### config.mk
export PLATFORM = sky130hd
export DESIGN_NAME = ls_down_timer
export DESIGN_NICKNAME = d
export VERILOG_FILES = /design/src/rtl/ls_down_timer.sv
export SDC_FILE = /design/constraint.sdc
export NUM_CORES = 1
export LEC_CHECK = 0
export CAP_MARGIN = 20
export CORE_ASPECT_RATIO = 1.4
export CORE_MARGIN = 5
export CORE_UTILIZATION = 30
export DETAILED_ROUTE_END_ITERATION = 8
export GPL_ROUTABILITY_DRIVEN = 1
export GPL_TIMING_DRIVEN = 0
export PLACE_DENSITY = 0.65
export SLEW_MARGIN = 10
export SYNTH_ARGS = -nofsm -noshare
export SYNTH_HDL_FRONTEND = slang
export SYNTH_SLANG_ARGS = --single-unit
### constraint.sdc
create_clock -name CLK -period 1.98 [get_ports CLK]
set_input_delay 0.396 -clock CLK [delete_from_list [all_inputs] [get_ports CLK]]
set_output_delay 0.396 -clock CLK [all_outputs]
set_load 0.05 [all_outputs]
### src/rtl/ls_down_timer.sv
// ls_down_timer: presettable, cascadable down-counter/timer with one-shot and periodic modes
module ls_down_timer #(
  parameter int WIDTH = 4
) (
  input  logic             CLK,
  input  logic             CLR_n,
  input  logic [WIDTH-1:0] D,
  input  logic             LOAD_n,
  input  logic             ENP,
  input  logic             ENT,
  input  logic             RELOAD,
  output logic [WIDTH-1:0] Q,
  output logic             BO,
  output logic             DONE,
  output logic [1:0]       STATE
);
  typedef enum logic [1:0] {IDLE = 2'b00, RUN = 2'b01, EXPIRED = 2'b10, BAD = 2'b11} state_t;
  state_t state, state_n;
  logic [WIDTH-1:0] r, q_n, r_n;
  logic done_n, cnt_en;
  always_ff @(posedge CLK or negedge CLR_n)
    if (!CLR_n) begin
      state <= IDLE;
      Q     <= '0;
      r     <= '0;
      DONE  <= 1'b0;
    end else begin
      state <= state_n;
      Q     <= q_n;
      r     <= r_n;
      DONE  <= done_n;
    end
  assign cnt_en = ENP & ENT & (state == RUN) & LOAD_n;
  always_comb begin
    state_n = state;
    q_n     = Q;
    r_n     = r;
    done_n  = 1'b0;
    if (!LOAD_n) begin
      q_n     = D;
      r_n     = D;
      state_n = |D ? RUN : IDLE;
    end else if (state == BAD) begin
      state_n = IDLE;
    end else if (cnt_en) begin
      if (Q > WIDTH'(1)) begin
        q_n = Q - WIDTH'(1);
      end else if (Q == WIDTH'(1)) begin
        q_n     = '0;
        done_n  = 1'b1;
        state_n = RELOAD ? RUN : EXPIRED;
      end else begin
        q_n     = RELOAD ? r : Q;
        state_n = RELOAD ? RUN : EXPIRED;
      end
    end
  end
  assign BO    = ENT & (Q == '0) & (state != IDLE);
  assign STATE = state;
endmodule

==> results.tsv <==
metric	value	unit
outcome	completed	
cts_sinks	11	
reg2reg_depth	5	
synth.area.mux_share	8.27	%
drc	0	
hold_viol	0	
synth_compound_area_share	16.4	%
fin_setup_tns	0	ns
max_stage_delay	0.82	ns
cts_hold_buf	0	
synth_area	666	µm²
grt_util_all_layers	10.3	%
worstPathMaxFanout	6	
grt_pass1_vias	580	
vias	555	
ys_types	29	
post-cts-setup-buffer-count	0	
cts_buffers	3	
seqPwrFrac	40.5	%
switchingPower	0.268	mW
ys_seq_elements	11	
synth_simple_gate_area_share	27.3	%
clock_latency	0.26	ns
maxCapViolations	0	
dieHeight	65.7	µm
synth_warnings	0	
total_leakage_power	0.370	nW
crit_family	buffers and inverters	
setup_viol	0	
antenna_left	0	
io_pins	18	
core-area	0.00215	mm²
max_freq	527	MHz
min_period_over_period	95.9	%
grt_overflow	0	
path_class	reg2out	
cp-endpoint	Q[0]	
p_total	0.713	mW
post_dp_cell_area	861	µm²
dpl.hpwl	1.14	mm
startpoint_type	register	
insertedDiodeCount	0	
hold_slack	0.470	ns
critPathArrivalTime	1.50	ns
cts.clk_slew.worst_paths	0.07	ns
utilization	42.2	%
grt_antenna_before_repair	0	
critPathCaptureType	output pin	
dieArea	0.00327	mm²
io_buffers	16	
worstReg2RegStart	Q[0]	
final-seq-area	277	µm²
power_density	785	mW/mm²
ys.flop_type	dfrtp_1	
slew_headroom	65.7	%
path_depth	1	
vias_per_cell	5.19	
clock_path_buffers	2	
worst_slew_pin_slew	0.513	ns
startpoint	Q[0]	
seq_area_frac_synth	41.4	%
fin_nets	98	
cts_tree	yes	
cts_root_buffer	clkbuf_4	
post-route-min-period	1.90	ns
clock_skew	0.00311	ns
yosys.area_share.xor_xnor	0	%
drt-total-wl	1.45	mm
peakVddDrop	0.000346	V
synth_top_family_by_area	simple AND/OR/NAND/NOR gates	
syn_area_per_cell	10.2	µm²
initial_core_util	30.9	%
path_cells	clkdlybuf4s50_1	
first_pass_iters	4	
hold_path.class	in2async	
multi_input_comb_area	393	µm²
synth_nets	77	
pwr-share-clk	21.3	%
synthCells	65	
critPathBufInv	1	
routedWlPerCell	13.5	µm
syn_to_final_growth	36.5	%
synth_top_area_share	41.4	%
fp-row-count	20	
switching_share	37.6	%
grt_pass1_wl	2.62	mm
reg2reg_to	Q[3]	
slew_viol_final	0	
final_layout_size_suffix_gt1_share	24.7	%
die_w	49.8	µm
fin_area	908	µm²
grt_max_degree	12	
reg2reg_setup_slack	0.18	ns
rsz0062_at_grt	no	
htreeDepth	1	
place.gp.congestion	0.712	
cp_slowest_cell	clkdlybuf4s50_1	
required	1.58	ns
synthArstFlopShare	100	%
internal-power	0.445	mW
synthAdderAreaFrac	3.76	%
synth_area_leaders	dfrtp_1 41%, mux2_2 6.8%, nor2_1 5.1%, a22o_1 3.9%, ha_1 3.8%	
power_frac_comb	38.2	%
synth_edf_count	0	
drt_iter0_drc	10	
fillerInstances	218	
synth_top_area_cell	dfrtp_1	
==> placed cells by master (no fill, tap or decap), drive strengths merged, types with 3 or more instances in the layout <==
master         Yosys  layout
clkdlybuf4s50      0      12
nand2              4       4
nor3               4       4
a22o               4       4
nor2               9       9
inv                3       3
nor2b              3       3
dfrtp             11      11
mux2               4       4
clkbuf             1       5
==> worst min-delay path by stage <==
stage                     startpoint  endpoint  slack [ns]  cells after the start
after floorplan                CLR_n      DONE        0.10                      0
after global placement          r[2]      r[2]        0.48                      1
after detailed placement        r[2]      r[2]        0.49                      1
after CTS                      CLR_n      r[3]        0.48                      1
after global routing           CLR_n  STATE[1]        0.50                      1
final                          CLR_n      r[3]        0.47                      1
==> stage by stage <==
step / std cells / setup WS (ns)
2_1_floorplan: 65 / 0.0357
3_3_place_gp: 103 / -0.380
3_5_place_dp: 103 / -0.407
4_1_cts: 107 / -0.00181
5_1_grt: 107 / 0.00895
6_report: 107 / 0.0820
==> cell families (layout without fill, tap and decap cells) <==
group | Yosys count | count (layout)
AOI/OAI and AO/OA | 14 | 14
buffers and inverters | 5 | 25
DFF | 11 | 11
muxes | 5 | 5
and+or+nand+nor | 28 | 28
adders and majority gates | 2 | 2
==> flip-flops by register name (all words and copies together), names as in the netlist <==
name	flops
Q	4
r	4
STATE	2
DONE	1
==> area by class of cell <==
type | count | share of cell area [%]
tap | 22 | 3.03
timing repair buffer | 16 | 18.2
inverter | 3 | 1.24
clock buffer | 4 | 2.89
multi-input combinational | 49 | 43.3
sequential | 11 | 30.4
buffer | 2 | 0.964
==> power by group through the flow <==
stage	Clock [mW]	Sequential [mW]	Combinational, mW
after floorplan	0	0.345	0.120
after global placement	0	0.291	0.261
after detailed placement	0	0.291	0.263
after CTS	0.157	0.287	0.263
after global routing	0.172	0.296	0.294
final	0.152	0.289	0.272
==> synth_stat cells (2+ instances only) <==
library cell,count
nor3_1,3
nand2b_1,2
nand2_1,4
ha_1,2
dfrtp_1,11
o21ai_0,2
mux2_2,4
nor2b_1,3
o211ai_1,2
inv_1,3
nor2_1,9
a22o_1,3
==> timing repair <==
item                                    4_1_cts  5_1_grt
endpoints found under the setup margin        3        3
resized for setup                            11        6
pin swaps                                     0        1
==> routing by layer <==
metal  up-vias  wire [µm]  GRT usage, %
met5         -          0             0
met4         0         16          5.57
met3         2         74          2.27
met2        11        756          16.7
met1       264        601          12.4
li1        278          -             -
(Power assumes the default switching activity.)
